<file path="config.mk">
export PLATFORM = sky130hd
export DESIGN_NAME = duty_ramp_ctrl
export DESIGN_NICKNAME = d
export VERILOG_FILES = /design/src/rtl/amp_pkg.sv /design/src/rtl/btn_edge.sv /design/src/rtl/duty_ramp_ctrl.sv
export SDC_FILE = /design/constraint.sdc
export NUM_CORES = 1
export LEC_CHECK = 0
export ABC_AREA = 1
export CAP_MARGIN = 10
export CORE_MARGIN = 8
export CORE_UTILIZATION = 51
export CTS_BUF_LIST = sky130_fd_sc_hd__clkbuf_8
export DETAILED_ROUTE_END_ITERATION = 6
export PLACE_DENSITY = 0.75
export SLEW_MARGIN = 40
export SYNTH_ARGS = -nofsm -noshare
export SYNTH_HDL_FRONTEND = slang
export SYNTH_SLANG_ARGS = --single-unit
</file>
<file path="constraint.sdc">
create_clock -name clk -period 2.16 [get_ports clk]
set_input_delay 0.648 -clock clk [delete_from_list [all_inputs] [get_ports clk]]
set_output_delay 0.648 -clock clk [all_outputs]
set_load 0.005 [all_outputs]
</file>
<file path="src/rtl/amp_pkg.sv">
// Shared types and default sizing for the duty ramp controller.
package amp_pkg;

  localparam int DEF_N    = 4;
  localparam int DEF_STEP = 1;

  typedef enum logic [1:0] {
    IDLE,
    RAMP_UP,
    RAMP_DOWN
  } state_t;

endpackage

</file>
<file path="src/rtl/btn_edge.sv">
// Two-flop synchronizer followed by a rising-edge detector for one raw button.
module btn_edge (
  input  logic clk,
  input  logic rst,
  input  logic btn,
  output logic press
);

  logic sync1;
  logic sync2;
  logic prev;

  // NOTE: sequential state uses non-blocking assignments so every flop samples pre-edge values.
  always_ff @(posedge clk) begin
    if (rst) begin
      sync1 <= 1'b0;
      sync2 <= 1'b0;
      prev  <= 1'b0;
    end else begin
      sync1 <= btn;
      sync2 <= sync1;
      prev  <= sync2;
    end
  end

  assign press = sync2 & ~prev;

endmodule

</file>
<file path="src/rtl/duty_ramp_ctrl.sv">
// Button-driven PWM duty target with a one-LSB-per-period ramp toward it.
// Optional mute feature compiled in with `define DUTY_RAMP_MUTE_EN.
module duty_ramp_ctrl
  import amp_pkg::*;
#(
  parameter int N    = DEF_N,
  parameter int STEP = DEF_STEP
) (
  input  logic         clk,
  input  logic         rst,
  input  logic         ena,
  input  logic [1:0]   buttons,
  input  logic         pwm_step,
  output logic [N-1:0] duty,
  output logic         duty_load,
  output logic [1:0]   leds,
  output logic         busy
);

  localparam logic [N:0]   STEP_W = (N+1)'(STEP);
  localparam logic [N:0]   MAX_W  = {1'b0, {N{1'b1}}};
  localparam logic [N-1:0] MAX_N  = {N{1'b1}};

  logic         up_press;
  logic         dn_press;
  logic [N-1:0] target;
  logic [N-1:0] target_next;
  logic [N-1:0] duty_next;
  logic [N-1:0] eff_next;
  logic [N:0]   up_sum;
  logic         load_next;
  state_t       state;
  state_t       state_next;

  btn_edge u_btn_up (
    .clk   (clk),
    .rst   (rst),
    .btn   (buttons[0]),
    .press (up_press)
  );

  btn_edge u_btn_dn (
    .clk   (clk),
    .rst   (rst),
    .btn   (buttons[1]),
    .press (dn_press)
  );

`ifdef DUTY_RAMP_MUTE_EN
  logic muted;
  logic muted_next;
`endif

  // NOTE: every variable written here gets a default first so no latch is inferred.
  always_comb begin
    target_next = target;
    duty_next   = duty;
    load_next   = 1'b0;
    up_sum      = {1'b0, target} + STEP_W;
`ifdef DUTY_RAMP_MUTE_EN
    muted_next  = muted;
    if (ena) begin
      if (up_press && dn_press) begin
        muted_next = ~muted;
      end else if (!muted && up_press) begin
        target_next = (up_sum > MAX_W) ? MAX_N : up_sum[N-1:0];
      end else if (!muted && dn_press) begin
        target_next = ({1'b0, target} < STEP_W) ? '0 : target - STEP_W[N-1:0];
      end
    end
    eff_next = muted_next ? '0 : target_next;
`else
    if (ena) begin
      if (up_press && !dn_press) begin
        target_next = (up_sum > MAX_W) ? MAX_N : up_sum[N-1:0];
      end else if (dn_press && !up_press) begin
        target_next = ({1'b0, target} < STEP_W) ? '0 : target - STEP_W[N-1:0];
      end
    end
    eff_next = target_next;
`endif

    // Duty moves only on a period boundary, in the direction the current state holds.
    if (ena && pwm_step) begin
      unique case (state)
        RAMP_UP: begin
          duty_next = duty + 1'b1;
          load_next = 1'b1;
        end
        RAMP_DOWN: begin
          duty_next = duty - 1'b1;
          load_next = 1'b1;
        end
        default: ;
      endcase
    end

    if (duty_next < eff_next) begin
      state_next = RAMP_UP;
    end else if (duty_next > eff_next) begin
      state_next = RAMP_DOWN;
    end else begin
      state_next = IDLE;
    end
  end

  always_ff @(posedge clk) begin
    if (rst) begin
      target    <= '0;
      duty      <= '0;
      duty_load <= 1'b0;
      state     <= IDLE;
`ifdef DUTY_RAMP_MUTE_EN
      muted     <= 1'b0;
`endif
    end else begin
      target    <= target_next;
      duty      <= duty_next;
      duty_load <= load_next;
      state     <= state_next;
`ifdef DUTY_RAMP_MUTE_EN
      muted     <= muted_next;
`endif
    end
  end

  assign busy = (state != IDLE);

`ifdef DUTY_RAMP_MUTE_EN
  assign leds = muted ? 2'b11 : {target == '0, target == MAX_N};
`else
  assign leds = {target == '0, target == MAX_N};
`endif

endmodule

</file>
Word level (Yosys, flattened, before mapping)
Cells that the tools add are included.
{"block": "classes", "reduce_logical": 10, "addsub": 4, "mux": 10, "magnitude_cmp": 4, "n_eq_ne": 3, "bitwise": 5}
{"operator": "$mux 4", "n": 6}
{"operator": "$pmux 4 s2", "n": 1}
{"operator": "$sub 4x1->4 const B", "n": 2}
{"operator": "$reduce_or 2->1", "n": 3}
{"operator": "$add 4x1->5 const B", "n": 1}
{"operator": "$gt 5x4->1 const B", "n": 1}
{"operator": "$add 4x1->4 const B", "n": 1}
{"operator": "$eq 4x4->1 const B", "n": 1}
{"operator": "$gt 4x4->1", "n": 1}
{"operator": "$logic_not 4->1", "n": 1}
{"operator": "$lt 4x1->1 const B", "n": 1}
{"operator": "$lt 4x4->1", "n": 1}
{"operator": "$logic_and 1x1->1", "n": 3}
{"operator": "$not 1->1", "n": 3}
{"operator": "$and 1x1->1", "n": 2}
{"operator": "$eq 2x1->1 const B", "n": 1}
{"operator": "$eq 2x2->1 const B", "n": 1}
{"operator": "$logic_not 1->1", "n": 2}
{"operator": "$mux 1", "n": 2}
{"operator": "$mux 2", "n": 1}
{"operator": "$reduce_bool 2->1", "n": 1}
{"block": "totals", "wordCells": 47, "output_inout_bits": 8, "ff_bits": 17, "inputBits": 6}

Longest topological paths before layout
{"block": "depth", "depth_word": 10, "ltp_mapped": 16, "ltp_nobuf": 16}

Modules after synthesis
Synthesis repeated with hierarchy kept, for this count alone.
{"block": "unflattened", "cells_unflattened": 145, "area_unflattened_um2": 1046.0}
{"module": "duty_ramp_ctrl", "cells_per_inst": 125, "n_inst": 1, "area_each_um2": 873.3, "seq_area_each_um2": 220.2}
{"module": "btn_edge", "cells_per_inst": 10, "n_inst": 2, "area_each_um2": 86.3, "seq_area_each_um2": 60.1}

Least setup slack after synthesis
No wires, ideal clock.
{"block": "synth_timing", "path_kind": "flip-flop to flip-flop", "startpoint": "register state[0]", "endpoint": "register state[1]", "t_arrival_ns": 2.124, "period_less_slack_ns": 2.253, "setup_time_ns": 0.129, "path_stages_with_launch": 13, "slack_ns": -0.093, "path_cell_list": "dfxtp_1 -> inv_1 -> ha_1 -> ha_1 -> a21oi_1 -> nand3_1 -> nand3_1 -> xor2_1 -> inv_1 -> ha_1 -> a21oi_1 -> o21ai_0 -> nor3b_1"}
{"block": "synth_between", "elab_chain_len": 5, "word_cells_on_any_way": 8}
{"item": "start, declared", "line_no": "duty_ramp_ctrl.sv:32", "source": "state_t state;"}
{"item": "start signal, assigned", "line_no": "duty_ramp_ctrl.sv:120", "source": "state <= state_next;"}
{"item": "$eq 2x2->1 or $eq 2x1->1 (tied branches)", "line_no": "duty_ramp_ctrl.sv:85", "source": "unique case (state)"}
{"item": "$pmux 4 s2 (*)", "line_no": "duty_ramp_ctrl.sv:85"}
{"item": "$mux 4 (*)", "line_no": "duty_ramp_ctrl.sv:84", "source": "if (ena && pwm_step) begin"}
{"item": "net duty_next[3]", "line_no": "duty_ramp_ctrl.sv:28", "source": "logic [N-1:0] duty_next;"}
{"item": "$gt 4x4->1 or $lt 4x4->1 (tied branches)", "line_no": "duty_ramp_ctrl.sv:100, duty_ramp_ctrl.sv:98"}
{"item": "$mux 2 or $reduce_or 2->1 (tied branches)"}
The timed path passes the listed nets; every way through them passes the cells marked *.
A chain may end at the register's enable or synchronous reset.

Final worst setup path
Same ends and word-level chain as after synthesis.

==> results.cfg <==
[worst_setup_path]
slowest_stage = dfxtp_2
worstPathArrival_ns = 2.36
endpoint_kind = flop
path_cells = inv_2, ha_4, ha_4, nand3_1, nand2_1, nand2_1, nand3_2, xor2_2, inv_1, ha_4, a21oi_2, o21ai_2, nor3b_2
critical-path-max-stage-delay_ns = 0.32
path_class = reg -> reg
crit_family = adder cells
cp-start-kind = flop
path_buf_inv = 2
crit_top_cell = ha_4
critPathMaxFanout = 3
required_ns = 2.31

[power_and_ir_drop]
ir_drop_mv = 0.771
p_leak_uw = 0.000744
powerDensity_mw_per_mm2 = 829
finalPower_uw = 1300

[global_routing]
gr-total-overflow = 0
grt_pass1_vias = 1033
grt_max_degree = 18
grt.total_usage = 0.127
grt_pass1_wl_mm = 4.04
antenna_found_initial = 0

[synth]
syn-num-nets = 166
ys_ff_latch = 17
synthCells = 149
synth.cell_area_mm2 = 0.00110
ys_types = 29
ys_warn_count = 0
synth_area_per_cell_um2 = 7.37
ys_seq_area_frac = 0.310

[placed_design]
io_buffer_count = 13
gp_congestion = 0.828
dp_hpwl_mm = 1.94
pre_cts_slack_ns = -0.513
place_area_mm2 = 0.00135

[timing]
setup_viol = 1
fmax_mhz = 453
hold_viol = 0
finClkSkew_ns = 0.00786
final.min_clock_period_ns = 2.21
fin_crit_sh = 1.02
fin_ws_ns = -0.0493
slew_headroom = 0.788
slew_violations = 0
rsz0062_at_grt = yes
worst_slew_pin_slew_ns = 0.317

[floorplanning]
dieArea_mm2 = 0.00390
initial_core_util = 0.516
rows = 17
coreArea_mm2 = 0.00213
die_y_um = 62.4
dieWidth_um = 62.4
io_pins = 14

[cells_and_area]
nFillCells = 144
fin_nets = 200
drive_gt1_frac = 0.374
final_cell_mix = 22 x inv_1, 22 x nand2_1, 18 x buf_4
seqCellArea_um2 = 353
areaGrowthSynthToFinish_pct = 42.8
design_area_mm2 = 0.00157
multi_input_comb_area_um2 = 726
num_antenna_cells = 0

[clocking]
path_clk_slew_ns = 0.07
root_buffer = clkbuf_8
cts.path.max_buffers = 2
numCtsBuffers = 3
htreeDepth = 1
cts.hold.buffers_added = 0
insertion_delay_ns = 0.26
cts_tree = yes
cts_sinks = 17

[route]
num_vias = 1039
dr.pass1.iters = 4
drcViolationCount = 0
vias_per_cell = 4.95
first_iter_violations = 37
wirelength_mm = 2.84
postRouteAntennaNets = 0
post_drt_wl_per_cell_um = 13.5

[job]
max-cap-violations = 0

[run_status]
violations = negative setup slack
outcome = complete, but fails checks

[hold_path]
worstHoldPathType = reg -> reg
-- power by group --
group	switching (µW)	leakage, µW	internal, µW
clock	117	0.0000269	127
sequential	35.9	0.000142	354
combinational	311	0.000575	357
-- state kept, by name, indices dropped and copies added (netlist names) --
register,cells
duty,4
duty_load,1
state,2
target,4
u_btn_dn.prev,1
u_btn_dn.sync1,1
u_btn_dn.sync2,1
u_btn_up.prev,1
u_btn_up.sync1,1
u_btn_up.sync2,1
-- timing repair --
item | CTS | global route
buffers inserted | 1 | 7
resized for setup | 21 | 13
pin swaps | 4 | 9
setup endpoints to repair | 4 | 3
-- routing by layer --
layer / up-vias / global-route usage / routed length, µm
met1: 481 / 0.121 / 1150
met3: 9 / 0.0233 / 94
met4: 0 / 0.111 / 93
met5: - / 0 / 0
met2: 21 / 0.229 / 1500
li1: 528 / - / -
-- cell type report --
type	count	area share
clock buffer	3	0.0263
clock inverter	1	0.00239
inverter	30	0.0726
multi-input combinational	98	0.463
sequential	17	0.225
tap	28	0.0223
timing repair buffer	33	0.189
-- worst min-delay path, stage by stage (launching register included) --
cell,delay (ns)
dfxtp_1,0.30
inv_1,0.04
nor2_1,0.03
-- synth_stat cells (all sizes together) --
cell / n / area (µm²)
nand2: 26 / 108
o21ai: 1 / 5.00
clkbuf: 1 / 3.75
buf: 3 / 27.5
a31oi: 1 / 6.26
or2: 2 / 12.5
xor2: 3 / 26.3
nand4: 1 / 6.26
nor3: 1 / 10.0
fa: 1 / 20.0
nor3b: 1 / 7.51
a21boi: 2 / 15.0
xnor2: 1 / 8.76
nor2: 22 / 110
a21oi: 8 / 47.6
clkinv: 1 / 5.00
nand3: 16 / 90.1
a211oi: 2 / 15.0
ha: 10 / 125
dfxtp: 17 / 340
inv: 29 / 109
-- through the flow --
| stage | utilization | TNS, ns | std cells | hold WS (ns) |
|---|---|---|---|---|
| floorplan | - | 0 | 149 | 0.388 |
| global placement | 0.636 | -0.618 | 198 | 0.390 |
| detailed placement | 0.636 | -0.898 | 198 | 0.392 |
| CTS | 0.689 | -0.0400 | 203 | 0.400 |
| global route | 0.738 | -0.209 | 210 | 0.406 |
| finish | 0.738 | -0.0493 | 210 | 0.400 |
-- final timing paths --
| check | startpoint | endpoint | slack (ns) | cells after the start |
|---|---|---|---|---|
| worst max-delay path | state[0] | state[1] | -0.05 | 13 |
| worst min-delay path | u_btn_up.sync1 | u_btn_up.sync2 | 0.40 | 2 |
| worst max register to register | state[0] | state[1] | -0.05 | 13 |
| worst min register to register | u_btn_up.sync1 | u_btn_up.sync2 | 0.40 | 2 |
-- cell families (layout without fill, tap and decap cells) --
family                     after synthesis  in the layout  share of synthesized area
AOI/OAI and AO/OA                       14             14                     0.0809
xor gates and xnor gates                 4              4                     0.0319
adders and majority gates               11             11                      0.132
buffers and inverters                   34             67                      0.132
DFF                                     17             17                      0.310
and+or+nand+nor                         69             69                      0.313
(Power assumes the default switching activity.)
